$ cat src/rtl/uart_echo_fifo_ctrl.sv
// Buffered UART echo: RX core -> per-byte transform -> FIFO -> TX core.
// RX and TX FSMs run independently; bytes arriving on a full FIFO are dropped and counted.
`timescale 1ns/1ps
module uart_echo_fifo_ctrl #(
    parameter int unsigned        DATA_W  = 8,
    parameter int unsigned        DEPTH   = 16,
    parameter int unsigned        ADDR_W  = 4,
    parameter logic [DATA_W-1:0]  XOR_KEY = 8'h20
) (
    input  logic              clk,
    input  logic              rst_n,
    input  logic              enable,
    input  logic [1:0]        mode,
    input  logic              clr_ovf,
    input  logic              rx_done,
    input  logic [DATA_W-1:0] rx_data,
    output logic              rx_en_sig,
    input  logic              tx_done,
    output logic              tx_en_sig,
    output logic [DATA_W-1:0] tx_data,
    output logic [ADDR_W:0]   fifo_level,
    output logic              ovf_flag,
    output logic [7:0]        ovf_cnt
);

    localparam logic [1:0] R_IDLE = 2'd0;
    localparam logic [1:0] R_ARM  = 2'd1;
    localparam logic [1:0] R_GAP  = 2'd2;

    localparam logic [1:0] T_IDLE = 2'd0;
    localparam logic [1:0] T_SEND = 2'd1;
    localparam logic [1:0] T_GAP  = 2'd2;

    localparam logic [ADDR_W:0]   L_FULL    = (ADDR_W+1)'(DEPTH);
    localparam logic [ADDR_W:0]   L_LVL_ONE = (ADDR_W+1)'(1);
    localparam logic [ADDR_W-1:0] L_PTR_ONE = ADDR_W'(1);
    localparam logic [DATA_W-1:0] L_DAT_ONE = DATA_W'(1);

    logic [1:0]        r_rx_state;
    logic [1:0]        w_rx_next;
    logic [1:0]        r_tx_state;
    logic [1:0]        w_tx_next;

    logic [DATA_W-1:0] r_mem [DEPTH];
    logic [ADDR_W-1:0] r_wr_ptr;
    logic [ADDR_W-1:0] r_rd_ptr;
    logic [ADDR_W:0]   r_level;
    logic [DATA_W-1:0] r_tx_data;
    logic              r_ovf_flag;
    logic [7:0]        r_ovf_cnt;

    logic              w_full;
    logic              w_empty;
    logic              w_discard;
    logic              w_push;
    logic              w_pop;
    logic              w_drop_ovf;
    logic              w_load;
    logic [DATA_W-1:0] w_xform;

    assign w_full     = (r_level == L_FULL);
    assign w_empty    = (r_level == '0);
    assign w_discard  = (mode == 2'b11);
    // A full FIFO drops the byte even if TX pops on the same edge.
    assign w_push     = rx_done && !w_discard && !w_full;
    assign w_drop_ovf = rx_done && !w_discard && w_full;
    assign w_pop      = (r_tx_state == T_SEND) && tx_done;
    assign w_load     = (r_tx_state == T_IDLE) && !w_empty;

    always_comb begin
        w_xform = rx_data;
        case (mode)
            2'b01:   w_xform = rx_data ^ XOR_KEY;
            2'b10:   w_xform = rx_data + L_DAT_ONE;
            default: w_xform = rx_data;
        endcase
    end

    always_comb begin
        w_rx_next = r_rx_state;
        case (r_rx_state)
            R_IDLE: if (enable && !w_full) w_rx_next = R_ARM;
            R_ARM: begin
                if (rx_done)
                    w_rx_next = R_GAP;
                else if (!enable || w_full)
                    w_rx_next = R_IDLE;
            end
            R_GAP:   w_rx_next = (enable && !w_full) ? R_ARM : R_IDLE;
            default: w_rx_next = R_IDLE;
        endcase
    end

    always_comb begin
        w_tx_next = r_tx_state;
        case (r_tx_state)
            T_IDLE:  if (!w_empty) w_tx_next = T_SEND;
            T_SEND:  if (tx_done) w_tx_next = T_GAP;
            T_GAP:   w_tx_next = T_IDLE;
            default: w_tx_next = T_IDLE;
        endcase
    end

    always_ff @(posedge clk or negedge rst_n) begin
        if (!rst_n) begin
            r_rx_state <= R_IDLE;
            r_tx_state <= T_IDLE;
            r_wr_ptr   <= '0;
            r_rd_ptr   <= '0;
            r_level    <= '0;
            r_tx_data  <= '0;
        end else begin
            r_rx_state <= w_rx_next;
            r_tx_state <= w_tx_next;
            if (w_push)
                r_wr_ptr <= r_wr_ptr + L_PTR_ONE;
            if (w_pop)
                r_rd_ptr <= r_rd_ptr + L_PTR_ONE;
            case ({w_push, w_pop})
                2'b10:   r_level <= r_level + L_LVL_ONE;
                2'b01:   r_level <= r_level - L_LVL_ONE;
                default: r_level <= r_level;
            endcase
            if (w_load)
                r_tx_data <= r_mem[r_rd_ptr];
        end
    end

    // Storage is not reset: only the pointers define which entries are live.
    always_ff @(posedge clk) begin
        if (w_push)
            r_mem[r_wr_ptr] <= w_xform;
    end

    always_ff @(posedge clk or negedge rst_n) begin
        if (!rst_n) begin
            r_ovf_flag <= 1'b0;
            r_ovf_cnt  <= '0;
        end else if (clr_ovf) begin
            r_ovf_flag <= 1'b0;
            r_ovf_cnt  <= '0;
        end else if (w_drop_ovf) begin
            r_ovf_flag <= 1'b1;
            if (r_ovf_cnt != '1)
                r_ovf_cnt <= r_ovf_cnt + 8'd1;
        end
    end

    assign rx_en_sig  = (r_rx_state == R_ARM);
    assign tx_en_sig  = (r_tx_state == T_SEND);
    assign tx_data    = r_tx_data;
    assign fifo_level = r_level;
    assign ovf_flag   = r_ovf_flag;
    assign ovf_cnt    = r_ovf_cnt;

endmodule
$ cat config.mk
export PLATFORM = sky130hd
export DESIGN_NAME = uart_echo_fifo_ctrl
export DESIGN_NICKNAME = d
export VERILOG_FILES = /design/src/rtl/uart_echo_fifo_ctrl.sv
export SDC_FILE = /design/constraint.sdc
export NUM_CORES = 1
export LEC_CHECK = 0
export CAP_MARGIN = 20
export CORE_UTILIZATION = 45
export CTS_BUF_LIST = sky130_fd_sc_hd__clkbuf_2
export CTS_CLUSTER_DIAMETER = 100
export DETAILED_ROUTE_END_ITERATION = 6
export GPL_TIMING_DRIVEN = 0
export PLACE_DENSITY = 0.65
export SYNTH_ARGS = -nofsm -noshare
export SYNTH_HDL_FRONTEND = slang
export SYNTH_SLANG_ARGS = --single-unit
$ cat constraint.sdc
create_clock -name clk -period 7.66 [get_ports clk]
set_input_delay 1.915 -clock clk [delete_from_list [all_inputs] [get_ports clk]]
set_output_delay 1.915 -clock clk [all_outputs]
set_load 0.03 [all_outputs]
==> impl_metrics.env <==
export IMPL_rsz0062_at_grt="false"
export IMPL_synth_top_family_by_area="multiplexers"
export IMPL_grt_pass1_wl_um=21330
export IMPL_end_kind="flip-flop"
export IMPL_synth_distinct_cells=51
export IMPL_cts_resized=0
export IMPL_fin_area_um2=7953
export IMPL_io_buffer_count=37
export IMPL_cts_tree="done"
export IMPL_initial_core_util_pct=45.97
export IMPL_relSlewSlack_pct=34.06
export IMPL_drv_cap=0
export IMPL_num_vias=3807
export IMPL_syn_to_final_growth_pct=14.21
export IMPL_path_class="in2reg"
export IMPL_synth_simple_area_share_pct=6.685
export IMPL_dpl_hpwl_um=9338
export IMPL_fin_worst_skew_ps=21.85
export IMPL_rows=45
export IMPL_syn_area_um2=6963
export IMPL_hold_buffers=0
export IMPL_synth_seq_cells=162
export IMPL_clkTransAtPathRegs_ps=210
export IMPL_fin_crit_ps=4472
export IMPL_timing_final_crit_share_pct=58.39
export IMPL_dr_pass1_iters=7
export IMPL_grt_pass1_vias=3846
export IMPL_grt_overflow=0
export IMPL_ant_nets=0
export IMPL_gp_congestion=0.7580
export IMPL_syn_area_per_cell_um2=16.70
export IMPL_place_area_um2=7649
export IMPL_cts_made_buffers=17
export IMPL_drc_errors=2
export IMPL_hold_violations=0
export IMPL_insertion_delay_ps=710
export IMPL_synth_compound_area_share_pct=5.606
export IMPL_cp_max_fo=9
export IMPL_cts_sinks=162
export IMPL_ios=40
export IMPL_drv_slew=0
export IMPL_grt_max_degree=35
export IMPL_die_h_um=126.4
export IMPL_synthMuxAreaShare_pct=13.50
export IMPL_yosysWarnings=0
export IMPL_drive_gt1_share_pct=22.33
export IMPL_synth_nets=446
export IMPL_fmaxAchievable_ghz=0.2236
export IMPL_synth_flop_cell="edfxtp_1"
export IMPL_wl_per_cell_um=19.81
export IMPL_synth_edf_count=128
export IMPL_fp_coreArea_um2=15150
export IMPL_n_antenna_cell=0
export IMPL_clock_path_buffers=2
export IMPL_synth_fa_ha_area_share_pct=2.336
export IMPL_violations="design-rule violations"
export IMPL_synthArstFlopShare_pct=20.99
export IMPL_dieArea_um2=15970
export IMPL_synthXorXnorAreaFrac_pct=1.887
export IMPL_startpoint_type="input pin"
export IMPL_p_leak_nw=2.803
export IMPL_post_drt_via_cell_ratio=5.558
export IMPL_power_w=0.002634
export IMPL_antenna_found_initial=0
export IMPL_setup_violations=0
export IMPL_post_cts_buffers=0
export IMPL_fin_nets=513
export IMPL_routed_wl_um=13570
export IMPL_cp_required_ps=8270
export IMPL_hp_class="reg2reg"
export IMPL_syn_inst=417
export IMPL_cts_root_buf="clkbuf_2"
export IMPL_die_w_um=126.4
export IMPL_finalSetupTns_ps=0
export IMPL_tightest_slew_ps=985.5
export IMPL_drt_iter0_drc=265
export IMPL_peakVddDrop_uv=112.8
export IMPL_status="finished, violations left"
export IMPL_p_per_area_nw_per_um2=331.2
export IMPL_htree_levels=4
export IMPL_critical_path_arrival_ps=5080
export IMPL_track_usage_pct=18.36
export IMPL_ys_seq_area_share_pct=67.42
-- cells in the mapped netlist (11+ instances only) --
cell type / count / area [µm²]
ha_1: 13 / 162.7
mux4_2: 32 / 720.7
nor2_1: 11 / 41.29
dfrtp_1: 34 / 850.8
and2_1: 11 / 68.82
a21oi_1: 12 / 60.06
inv_1: 12 / 45.04
edfxtp_1: 128 / 3844
nand2_1: 16 / 60.06
o21ai_0: 20 / 100.1
mux2i_1: 14 / 140.1
-- path summary, 6_finish.rpt --
check / startpoint / end / slack, ps / cells past startpoint
max in group asynchronous: rst_n / ovf_cnt[3] / 5820 / 1
worst max register to register: fifo_level[1] / fifo_level[4] / 4520 / 12
worst max-delay path: mode[0] / fifo_level[4] / 3190 / 13
min in group asynchronous: rst_n / ovf_cnt[2] / 1300 / 1
worst min register to register: tx_data[3] / tx_data[3] / 510 / 2
worst min-delay path: tx_data[3] / tx_data[3] / 510 / 2
-- report_power, final --
group | internal (W) | switching (W) | total, W
Combinational | 0.000454 | 0.000539 | 0.000994
Clock | 0.000217 | 0.000292 | 0.000510
Sequential | 0.00108 | 0.0000547 | 0.00113
Total | 0.00175 | 0.000887 | 0.00263
-- worst max-delay path, cell delays in order --
cell	delay [ps]
clkdlybuf4s50_1	450
ha_1	270
and2b_1	270
a21boi_2	330
inv_1	240
ha_1	260
buf_2	170
xor2_1	150
ha_1	230
a21o_1	190
a22oi_1	240
nor3_1	100
a2111oi_2	270
-- stage by stage --
step / utilization [%] / cells / worst slack [ps] / hold slack, ps
floorplan: - / 417 / 3373 / 502.3
global placement: 49.97 / 642 / 2221 / 464.2
detailed placement: 50.50 / 650 / 2451 / 473.8
CTS: 52.36 / 682 / 3245 / 517.7
global route: 52.51 / 685 / 2966 / 532.3
finish: 52.51 / 685 / 3188 / 508.5
-- cell families after synthesis --
family / count (synthesis)
DFF: 162
and+or+nand+nor: 81
AOI/OAI and AO/OA: 58
muxes: 53
buffers and inverters: 35
xor gates and xnor gates: 15
adders and majority gates: 13
-- layout make-up --
type | instances | area (µm²)
plain buffers | 23 | 133.9
clock buffers | 19 | 95.09
clock inverters | 13 | 186.4
fillers | 1214 | 7193
inverters | 12 | 45.04
multi-input cells | 220 | 2120
flip-flops and latches | 162 | 4695
well taps | 188 | 235.2
repair buffers | 48 | 442.9
-- sequential cells by signal (all words and copies together) (netlist names) --
name	flops
ovf_cnt	8
r_rd_ptr	4
r_rx_state	2
fifo_level	5
r_wr_ptr	4
tx_data	8
r_mem	128
ovf_flag	1
r_tx_state	2
-- cells in the final DEF (no fill, tap or decap), drive strengths merged, types with 13 or more instances in the layout --
cell type,count
ha,13
dfrtp,34
o21ai,21
nand2,16
edfxtp,128
mux4,32
clkdlybuf4s50,36
clkbuf,28
buf,26
mux2i,14
-- routing by layer --
layer | track usage (%) | up-vias | wire length (µm)
li1 | - | 1756 | -
met3 | 4.218 | 12 | 566
met1 | 25.43 | 1950 | 6193
met5 | 0 | - | 0
met4 | 5.174 | 0 | 141
met2 | 29.28 | 89 | 6669
(Power assumes the default switching activity.)
